[config.mk]
export PLATFORM = sky130hd
export DESIGN_NAME = pll_drp_sequencer
export DESIGN_NICKNAME = d
export VERILOG_FILES = /design/src/rtl/pll_drp_sequencer.sv
export SDC_FILE = /design/constraint.sdc
export NUM_CORES = 1
export LEC_CHECK = 0
export CORE_AREA = 2 2 191 193
export CTS_BUF_LIST = sky130_fd_sc_hd__clkbuf_8
export DETAILED_ROUTE_END_ITERATION = 12
export DIE_AREA = 0 0 193 195
export PLACE_DENSITY_LB_ADDON = 0.2
export SLEW_MARGIN = 20
export SYNTH_ARGS = -nofsm -noshare
export SYNTH_HDL_FRONTEND = slang
export SYNTH_SLANG_ARGS = --single-unit
export TNS_END_PERCENT = 30
[constraint.sdc]
create_clock -name DCLK -period 27.9 [get_ports DCLK]
set_input_delay 4.185 -clock DCLK [delete_from_list [all_inputs] [get_ports DCLK]]
set_output_delay 4.185 -clock DCLK [all_outputs]
set_load 0.1 [all_outputs]
[src/rtl/pll_drp_sequencer.sv]
// PLL dynamic reconfiguration sequencer.
// Holds the PLL in reset and read-modify-writes NUM_REGS DRP registers. It
// then releases reset, waits for a synchronized LOCKED and reports SRDY or ERR.
// DRP handshake: DEN is a one-cycle strobe (DWE qualifies it as a write) and
// DRDY is accepted only while waiting on that access. No new DEN is issued
// until DRDY arrives or the wait times out.
module pll_drp_sequencer #(
    parameter int NUM_REGS     = 8,
    parameter int RST_HOLD     = 4,
    parameter int DRDY_TIMEOUT = 64,
    parameter int LOCK_TIMEOUT = 4096
) (
    input  logic                     DCLK,
    input  logic                     RST,
    input  logic                     SEN,
    input  logic [7*NUM_REGS-1:0]    CFG_ADDR,
    input  logic [16*NUM_REGS-1:0]   CFG_MASK,
    input  logic [16*NUM_REGS-1:0]   CFG_DATA,
    output logic                     SRDY,
    output logic                     BUSY,
    output logic                     ERR,
    output logic                     RST_PLL,
    output logic [6:0]               DADDR,
    output logic                     DEN,
    output logic                     DWE,
    output logic [15:0]              DI,
    input  logic [15:0]              DO,
    input  logic                     DRDY,
    input  logic                     LOCKED,
    output logic [3:0]               dbg_state
);

    localparam int IW = (NUM_REGS > 1) ? $clog2(NUM_REGS) : 1;

    localparam logic [3:0] S_IDLE      = 4'd0;
    localparam logic [3:0] S_HOLD      = 4'd1;
    localparam logic [3:0] S_READ      = 4'd2;
    localparam logic [3:0] S_WAIT_R    = 4'd3;
    localparam logic [3:0] S_MODIFY    = 4'd4;
    localparam logic [3:0] S_WRITE     = 4'd5;
    localparam logic [3:0] S_WAIT_W    = 4'd6;
    localparam logic [3:0] S_RELEASE   = 4'd7;
    localparam logic [3:0] S_WAIT_LOCK = 4'd8;
    localparam logic [3:0] S_DONE      = 4'd9;
    localparam logic [3:0] S_ABORT     = 4'd10;

    logic [3:0]    state;
    logic [IW-1:0] idx;
    logic [31:0]   cnt;
    logic [15:0]   do_q;
    logic          lock_meta;
    logic          lock_s;

    logic [6:0]    addr_m [NUM_REGS];
    logic [15:0]   mask_m [NUM_REGS];
    logic [15:0]   data_m [NUM_REGS];

    assign dbg_state = state;

    // Two-flop synchronizer for the asynchronous LOCKED input.
    always_ff @(posedge DCLK or posedge RST) begin
        if (RST) begin
            lock_meta <= 1'b0;
            lock_s    <= 1'b0;
        end else begin
            lock_meta <= LOCKED;
            lock_s    <= lock_meta;
        end
    end

    // Snapshot of the configuration table taken when a sequence is accepted.
    always_ff @(posedge DCLK) begin
        if (state == S_IDLE && SEN) begin
            for (int i = 0; i < NUM_REGS; i++) begin
                addr_m[i] <= CFG_ADDR[7*i +: 7];
                mask_m[i] <= CFG_MASK[16*i +: 16];
                data_m[i] <= CFG_DATA[16*i +: 16];
            end
        end
    end

    // Sequencer FSM; every output is set on the transition into the state that owns it.
    always_ff @(posedge DCLK or posedge RST) begin
        if (RST) begin
            state   <= S_IDLE;
            idx     <= '0;
            cnt     <= '0;
            do_q    <= '0;
            SRDY    <= 1'b0;
            BUSY    <= 1'b0;
            ERR     <= 1'b0;
            RST_PLL <= 1'b0;
            DADDR   <= '0;
            DEN     <= 1'b0;
            DWE     <= 1'b0;
            DI      <= '0;
        end else begin
            case (state)
                S_IDLE: begin
                    if (SEN) begin
                        ERR     <= 1'b0;
                        BUSY    <= 1'b1;
                        RST_PLL <= 1'b1;
                        idx     <= '0;
                        cnt     <= '0;
                        state   <= S_HOLD;
                    end
                end
                S_HOLD: begin
                    if (cnt == 32'(RST_HOLD - 1)) begin
                        DADDR <= addr_m[idx];
                        DEN   <= 1'b1;
                        DWE   <= 1'b0;
                        state <= S_READ;
                    end else begin
                        cnt <= cnt + 32'd1;
                    end
                end
                S_READ: begin
                    DEN   <= 1'b0;
                    cnt   <= '0;
                    state <= S_WAIT_R;
                end
                S_WAIT_R: begin
                    // DRDY wins over an expiring timeout in the same cycle.
                    if (DRDY) begin
                        do_q  <= DO;
                        state <= S_MODIFY;
                    end else if (cnt == 32'(DRDY_TIMEOUT - 1)) begin
                        ERR     <= 1'b1;
                        RST_PLL <= 1'b0;
                        state   <= S_ABORT;
                    end else begin
                        cnt <= cnt + 32'd1;
                    end
                end
                S_MODIFY: begin
                    DI    <= (do_q & mask_m[idx]) | (data_m[idx] & ~mask_m[idx]);
                    DEN   <= 1'b1;
                    DWE   <= 1'b1;
                    state <= S_WRITE;
                end
                S_WRITE: begin
                    DEN   <= 1'b0;
                    DWE   <= 1'b0;
                    cnt   <= '0;
                    state <= S_WAIT_W;
                end
                S_WAIT_W: begin
                    if (DRDY) begin
                        if (idx == IW'(NUM_REGS - 1)) begin
                            RST_PLL <= 1'b0;
                            state   <= S_RELEASE;
                        end else begin
                            idx   <= idx + 1'b1;
                            DADDR <= addr_m[idx + 1'b1];
                            DEN   <= 1'b1;
                            DWE   <= 1'b0;
                            state <= S_READ;
                        end
                    end else if (cnt == 32'(DRDY_TIMEOUT - 1)) begin
                        ERR     <= 1'b1;
                        RST_PLL <= 1'b0;
                        state   <= S_ABORT;
                    end else begin
                        cnt <= cnt + 32'd1;
                    end
                end
                S_RELEASE: begin
                    cnt   <= '0;
                    state <= S_WAIT_LOCK;
                end
                S_WAIT_LOCK: begin
                    if (lock_s) begin
                        SRDY  <= 1'b1;
                        BUSY  <= 1'b0;
                        state <= S_DONE;
                    end else if (cnt == 32'(LOCK_TIMEOUT - 1)) begin
                        ERR   <= 1'b1;
                        BUSY  <= 1'b0;
                        state <= S_IDLE;
                    end else begin
                        cnt <= cnt + 32'd1;
                    end
                end
                S_DONE: begin
                    SRDY  <= 1'b0;
                    state <= S_IDLE;
                end
                S_ABORT: begin
                    BUSY  <= 1'b0;
                    state <= S_IDLE;
                end
                default: begin
                    state <= S_IDLE;
                end
            endcase
        end
    end

endmodule

=== After elaboration in Yosys (flattened, before gate mapping) ===
Memories as Yosys holds them, arrays and structs flattened.
Cells that the tools add are included.

* Muxes and demuxes: 51
* Equal/unequal tests: 29
* Add/sub/neg operators: 2
* Bitwise gates (word level): 4
* Reduce and logical (&&, ||, !) cells: 25

{| class="wikitable"
|+ Operator list
! kind !! number
|-
| 32-bit two-way mux || 6
|-
| 32-bit case mux with 5 select lines || 1
|-
| 4-bit case mux with 9 select lines || 1
|-
| 32-bit by 1-bit adder with 32-bit output (second input constant) || 1
|-
| 16-bit AND || 2
|-
| 32-bit by 12-bit == test with 1-bit output (second input constant) || 1
|-
| 32-bit by 2-bit == test with 1-bit output (second input constant) || 1
|-
| 32-bit by 6-bit == test with 1-bit output (second input constant) || 1
|-
| 4-bit two-way mux || 7
|-
| 2-bit != test (second input constant) || 12
|-
| 1-bit two-way mux || 21
|-
| 7-bit two-way mux || 3
|-
| 4-bit AND reduction || 5
|-
| 4-bit by 3-bit == test with 1-bit output (second input constant) || 4
|-
| 16-bit NOT || 1
|-
| 16-bit OR || 1
|-
| 7-bit case mux with 2 select lines || 1
|-
| 4-bit == test (second input constant) || 3
|-
| 3-bit two-way mux || 4
|-
| 1-bit case mux with 3 select lines || 3
|-
| 3-bit nonzero test || 3
|-
| 4-bit by 2-bit == test with 1-bit output (second input constant) || 2
|-
| 1-bit case mux with 4 select lines || 2
|-
| 4-bit nonzero test || 2
|-
| 17 further kinds || 23
|}

* RAM bits: 312
* Word-level logic and storage cells: 128
* Flip-flop bits (word level): 86
* Output and inout bits: 33
* Memories: 3
* Input port bits: 333

{| class="wikitable"
|+ Memories
! name !! depth !! width !! read ports !! clocked after memory_dff !! wr ports !! line !! RTL
|-
| data_m || 8 || 16 || 1 || 0 || 8 || 56 || <nowiki>logic [15:0] data_m [NUM_REGS];</nowiki>
|-
| mask_m || 8 || 16 || 1 || 0 || 8 || 55 || <nowiki>logic [15:0] mask_m [NUM_REGS];</nowiki>
|-
| addr_m || 8 || 7 || 2 || 0 || 8 || 54 || <nowiki>logic [6:0] addr_m [NUM_REGS];</nowiki>
|}

=== Depth between registers and ports, before layout ===
Gate-level depths: netlist of the first run.
An unclocked memory read counts as a cell.

* Depth in word-level cells: 5
* Mapped depth: 10
* Mapped depth without buffers: 7

=== Least setup slack after synthesis of the first run ===
Ideal clock, no wire load.

* Path kind: in2reg
* From: in SEN
* To: reg idx[0]
* Required time: 27764 ps
* Setup slack: 13817 ps
* Data arrival time: 13947 ps
* Path buffers: 1
* Stages: 4
* Setup time: 136 ps
* Cell sequence: and3_1 clkbuf_1 nor2_1 mux2_2

* Longest elaborated chain between the ends: 2

{| class="wikitable"
|+ RTL lines
! element !! line !! RTL
|-
| start: declaration || 15 || <nowiki>input logic SEN,</nowiki>
|-
| 2-bit != test (no source line) || - ||
|-
| 4-bit AND reduction (no source line) || - ||
|-
| end signal: assignment || 155 || <nowiki>idx <= idx + 1'b1;</nowiki>
|-
| end: declaration || 48 || <nowiki>logic [IW-1:0] idx;</nowiki>
|}

Every way passes these cells.
A chain may end at the register's enable or synchronous reset.

=== Final worst setup path of the first run ===
* From: reg state[0], in the netlist dbg_state[0]
* To: out dbg_state[0]

{| class="wikitable"
|+ RTL lines
! element !! line !! RTL
|-
| start: declaration || 47 || <nowiki>logic [3:0] state;</nowiki>
|-
| start signal: assignment || 85 || <nowiki>state <= S_IDLE;</nowiki>
|-
| start signal: assignment || 106 || <nowiki>state <= S_HOLD;</nowiki>
|-
| start signal: assignment || 114 || <nowiki>state <= S_READ;</nowiki>
|-
| end: declaration || 30 || <nowiki>output logic [3:0] dbg_state</nowiki>
|}

No word-level cell between the ends.

==> flow_summary_export.csv, run 1 <==
group,metric,value,unit
global_routing,grt_pass1_wl,59.2,mm
critical_path,critPathRequiredTime,23720,ps
final_layout,area_growth,33.3,%
logic_synthesis,synthMuxAreaShare,16.7,%
timing,finalMaxSlewViolations,0,
logic_synthesis,synth-main-ff-cell,"edfxtp_1",
final_layout,nNetsFinal,1677,
timing,finalCritPeriodShare,24.5,%
final_layout,layout_commonest_cell,"clkdlybuf4s50_1",
clocking,cts_tree,"done",
floorplan,coreArea,35400,sq um
logic_synthesis,synth_compound_area_share,5.40,%
routing,ant_nets,0,
logic_synthesis,synthDistinctLibCells,56,
clocking,post-cts-setup-buffer-count,0,
clocking,cts_num_sinks,398,
placed_design,place_congestion,0.807,
floorplan,pin_count,366,
clocking,cts_buffers,69,
clocking,htree_num_levels,3,
clocking,clk_path_buf_depth,3,
timing,setup_viol,0,
power,power.internal,1.37,mW
critical_path,path_buf_inv,1,
logic_synthesis,ys_ff_latch,398,
logic_synthesis,synth_xor_area_share,0.213,%
final_layout,post-route-util,62.1,%
final_layout,final_cells,1862,
routing,drc,0,
timing,relSlewSlack,26.9,%
floorplan,dieArea,37600,sq um
logic_synthesis,ys_seq_area_share,69.9,%
critical_path,startpoint_type,"flip-flop",
logic_synthesis,synth_fa_ha_area_share,0.228,%
critical_path,crit_fanout,21,
critical_path,cp_slowest_stage_delay,1260,ps
logic_synthesis,synthSimpleGateAreaFrac,5.84,%
global_routing,grt_pass1_vias,10400,
placed_design,placed_area,20600,sq um
power,swShare,34.5,%
min_path,hp-class,"flip-flop to flip-flop",
logic_synthesis,synth_top_family_by_area,"multiplexers",
timing,tns,0,ps
final_layout,fin_area,22000,sq um
floorplan,initial_core_util,46.6,%
timing,hold_viol,0,
final_layout,drive_gt1_share,17.9,%
logic_synthesis,synth-warning-count,0,
timing,max_freq,147,MHz
global_routing,grt_overflow,0,
power,pwr-share-clk,25.4,%
final_layout,final_cell_mix,"clkdlybuf4s50_1, edfxtp_1, mux4_2",
critical_path,crit_type,"flip-flop to primary output",
power,p_seq_share,40.9,%
logic_synthesis,synth_edf_count,312,
job,maxCapViolCount,0,
power,p_per_area,95.2,nW/um^2
logic_synthesis,synth_top_cell_by_area,"edfxtp_1",
global_routing,track_usage,21.4,%
floorplan,fp.dieH,195,microns
routing,firstDrtPassIters,7,
global_routing,grt_max_degree,92,
timing,tightest_slew,1090,ps
routing,wirelength,40.2,mm
logic_synthesis,syn_area,16500,sq um
power,power.leakage,7.64,nW
power,power_frac_comb,33.7,%
routing,wl_per_cell,21.6,microns
routing,viasPerCell,5.40,
clocking,cts_root_buffer,"clkbuf_8",
timing,finalClockSkew,25.0,ps
floorplan,row_count,69,
global_routing,antenna_found_initial,10,
timing,rsz0062_at_grt,"false",
power,power_switching,0.721,mW
logic_synthesis,synthesis.nets,1285,
critical_path,critPathCaptureType,"primary output",
critical_path,cp_data_arrival_time,2640,ps
placed_design,io_buffers,365,
logic_synthesis,synth.avg_cell_area,17.4,sq um
placed_design,hpwlAfterDp,27.8,mm
logic_synthesis,syn-instance-count,949,
routing,vias,10100,
logic_synthesis,synth_area_leaders,"edfxtp_1, dfrtp_1, mux4_2",
clocking,insertion_delay,620,ps
critical_path,cp_top_family,"buffers and inverters",
critical_path,crit_chain,"clkdlybuf4s50_1",
clocking,postCtsHoldBufs,0,
power,peakVddDrop,0.0000780,V
critical_path,crit_slowest_cell,"clkdlybuf4s50_1",
routing,drt_iter0_markers,654,
clocking,ctsResizeCount,0,
floorplan,die_x,193,microns
clocking,clk_pin_slew,60,ps
logic_synthesis,async_flop_share,21.6,%
status,status,"finished clean",
timing,holdWs,364,ps
placed_design,dp_cells,1731,
logic_synthesis,synthDominantCellAreaShare,56.8,%
timing,post-route-min-period,6830,ps
per-stage QoR:
| step | setup WS, ps | power (mW) |
|---|---|---|
| after floorplan | 13820 | 1.42 |
| after global placement | 20110 | 1.57 |
| after detailed placement | 19980 | 1.58 |
| after CTS | 20650 | 2.12 |
| after global routing | 20990 | 2.19 |
| final | 21070 | 2.09 |
flip-flops by register name, summed over array words and instances, names as in the netlist:
| register | cells |
|---|---|
| mask_m | 128 |
| DWE | 1 |
| cnt | 32 |
| DEN | 1 |
| lock_meta | 1 |
| SRDY | 1 |
| BUSY | 1 |
| dbg_state | 4 |
| DI | 16 |
| lock_s | 1 |
| data_m | 128 |
| idx | 3 |
| ERR | 1 |
| DADDR | 7 |
| RST_PLL | 1 |
| addr_m | 56 |
| do_q | 16 |
cell type report:
type	instances	area [sq um]
inverters	7	28.8
well taps	461	577
multi-input cells	489	4690
clock buffers	77	1060
flip-flops and latches	398	11500
fillers	2649	13400
clock inverters	49	330
diodes	5	12.5
repair buffers	376	3740
path summary, 6_finish.rpt:
kind,from,end,slack (ps),cells after the start
worst max register to register,dbg_state[0],data_m[2][15],24310,4
worst min register to register,lock_meta,lock_s,360,0
worst min-delay path,lock_meta,lock_s,360,0
min in group asynchronous,RST,DI[12],3920,2
max in group asynchronous,RST,idx[1],22710,3
worst max-delay path,dbg_state[0],dbg_state[0],21070,1
layer usage:
layer	vias up	share of wire, %	global-route usage, %	wire length [microns]
met4	10	2.1	7.30	839
li1	4617	-	-	-
met2	394	51	35.7	20600
met1	4968	38	26.4	15300
met3	65	8.3	6.60	3340
met5	-	0.18	0	72
Yosys cell counts (18+ instances only):
| master | number |
|---|---|
| o21ai_0 | 56 |
| nand2_1 | 54 |
| mux2_2 | 39 |
| mux4_2 | 92 |
| dfrtp_1 | 86 |
| mux2i_1 | 24 |
| buf_2 | 25 |
| edfxtp_1 | 312 |
| o31ai_1 | 18 |
| clkbuf_1 | 19 |
| nor2_1 | 29 |
| a21oi_1 | 31 |
power by group through the flow:
stage | clock [mW] | sequential [mW] | combinational, mW
3_5_place_dp | 0 | 0.870 | 0.714
4_1_cts | 0.543 | 0.859 | 0.715
5_1_grt | 0.567 | 0.870 | 0.754
6_report | 0.532 | 0.856 | 0.705
3_3_place_gp | 0 | 0.863 | 0.705
2_1_floorplan | 0 | 1.01 | 0.410
logic make-up after synthesis:
| group | Yosys count |
|---|---|
| fa+ha+maj | 3 |
| mux | 155 |
| flops | 398 |
| compound gates | 147 |
| xor+xnor | 4 |
| buf+inv | 62 |
| simple gates | 180 |
Note: power is estimated with default switching activity, not from simulation.
==> run 2: changes to the inputs <==
==> constraint.sdc (replaced) <==
create_clock -name DCLK -period 6.75 [get_ports DCLK]
set_input_delay 1.0125 -clock DCLK [delete_from_list [all_inputs] [get_ports DCLK]]
set_output_delay 1.0125 -clock DCLK [all_outputs]
set_load 0.1 [all_outputs]
==> run 2 against run 1 <==
Compared with the run above: combinational power grew to 4.2 times the previous value; clock power increased to 3.8 times the previous value; clock skew shrank 10 ps; via count increased by 0.55%; largest cell class unchanged; total power rose to 4.1 times the previous value.
==> flow_summary_export.csv, run 2 (synthesis results as in run 1) <==
group,metric,value,unit
final_layout,layout_commonest_cell,"clkdlybuf4s50_1",
final_layout,multi_input_area,4690,sq um
final_layout,fin_area,21900,sq um
power,peakVddDrop,0.000361,V
floorplan,row_count,69,
global_routing,use_met2,36.2,%
clocking,insertion_delay,600,ps
timing,post-route-min-period,3620,ps
floorplan,pin_count,366,
global_routing,use_met1,26.2,%
global_routing,grt.busiest_layer,"met2",
min_path,hp-class,"flip-flop to flip-flop",
final_layout,seq_area,11500,sq um
placed_design,place_congestion,0.827,
critical_path,crit_slowest_cell,"clkdlybuf4s50_1",
critical_path,critPathCaptureType,"primary output",
global_routing,use_met3,7.24,%
global_routing,grt_overflow,0,
timing,setup_viol,0,
clocking,ctsResizeCount,0,
floorplan,initial_core_util,46.6,%
placed_design,io_buffers,365,
clocking,clk_pin_slew,60,ps
final_layout,drive_gt1_share,17.7,%
final_layout,nNetsFinal,1676,
timing,rsz0062_at_grt,"false",
global_routing,track_usage,21.7,%
status,status,"finished clean",
routing,drc,0,
clocking,cts_buffers,67,
critical_path,startpoint_type,"flip-flop",
global_routing,antenna_found_initial,4,
floorplan,dieArea,37600,sq um
floorplan,coreArea,35400,sq um
global_routing,grt_pass1_vias,10700,
critical_path,crit_chain,"clkdlybuf4s50_1",
clocking,htree_num_levels,3,
critical_path,crit_fanout,21,
critical_path,critPathRequiredTime,5740,ps
routing,vias,10100,
global_routing,grt_pass1_wl,60.3,mm
global_routing,grt_max_degree,190,
critical_path,cp_top_family,"buffers and inverters",
critical_path,cp_slowest_stage_delay,1260,ps
critical_path,crit_type,"flip-flop to primary output",
final_layout,final_cell_mix,"clkdlybuf4s50_1, edfxtp_1, mux4_2",
timing,finalMaxSlewViolations,0,
power,power.leakage,7.60,nW
critical_path,path_buf_inv,1,
routing,viasPerCell,5.45,
routing,drt_iter0_markers,632,
timing,max_freq,277,MHz
clocking,clk_path_buf_depth,3,
timing,holdWs,363,ps
timing,finalClockSkew,14.9,ps
placed_design,placed_area,20600,sq um
timing,finalCritPeriodShare,53.6,%
routing,ant_nets,0,
power,p_per_area,388,nW/um^2
clocking,cts_num_sinks,398,
timing,relSlewSlack,24.2,%
timing,tns,0,ps
routing,firstDrtPassIters,4,
clocking,cts_root_buffer,"clkbuf_8",
placed_design,hpwlAfterDp,27.6,mm
routing,wl_per_cell,21.8,microns
floorplan,fp.dieH,195,microns
clocking,post-cts-setup-buffer-count,0,
clocking,postCtsHoldBufs,0,
clocking,cts_tree,"done",
final_layout,reg_top3,"data_m x128, mask_m x128, addr_m x56",
routing,wirelength,40.5,mm
timing,tightest_slew,1130,ps
final_layout,area_growth,32.7,%
floorplan,die_x,193,microns
timing,hold_viol,0,
job,maxCapViolCount,0,
final_layout,fill_cells,2681,
critical_path,cp_data_arrival_time,2600,ps
[run 2: cell count changes in the layout (fill, tap and decap cells not counted)]
cell	previous run	this run
diode_2	5	2
clkbuf_8	77	74
buf_12	0	2
clkinvlp_4	1	3
clkinv_1	12	9
inv_6	4	2
inv_1	28	31
buf_6	2	0
clkinv_2	4	7
clkinv_8	1	0
buf_16	0	1
bufinv_16	4	1
[run 2: metal layers]
metal	share of wire (%)	vias to the layer above
li1	-	4616
met3	7.9	88
met4	3.1	4
met1	38	5021
met2	51	380
met5	0.062	-
[run 2: final timing paths]
path	slack (ps)	depth (start not counted)	endpoint	start
max	3130	1	dbg_state[0]	dbg_state[0]
min	360	0	lock_s	lock_meta
max reg2reg	3490	7	cnt[5]	dbg_state[3]
min reg2reg	360	0	lock_s	lock_meta
max in group asynchronous	4760	3	idx[0]	RST
min in group asynchronous	790	2	cnt[25]	RST
[run 2: per-stage QoR]
stage | power [mW] | worst slack (ps) | util (%) | std cells
floorplan | 5.77 | 451 | - | 949
global placement | 6.49 | 2930 | 58.1 | 1731
detailed placement | 6.54 | 2830 | 58.1 | 1731
CTS | 8.58 | 3100 | 61.7 | 1853
global route | 8.93 | 3010 | 61.8 | 1856
finish | 8.49 | 3130 | 61.8 | 1856
[run 2: final cells by class]
type                            instances  area share [%]
Antenna cell                            2          0.0229
Clock buffer                           74            4.66
Clock inverter                         48            1.08
Inverter                                7           0.132
Multi-Input combinational cell        489            21.4
Sequential cell                       398            52.7
Tap cell                              461            2.64
Timing Repair Buffer                  377            17.3
[run 2: power by group]
group	internal, mW	total, mW	switching (mW)
clock network	1.05	2.01	0.964
registers	3.22	3.52	0.299
logic	1.26	2.96	1.70
total	5.53	8.49	2.96
[run 2: worst reg2reg max path, delay by kind of cell, from the launching register on]
kind	cells	cell delay, ps
buffers and inverters	1	230
and+or+nand+nor	4	1630
DFF	1	710
AOI/OAI and AO/OA	2	590
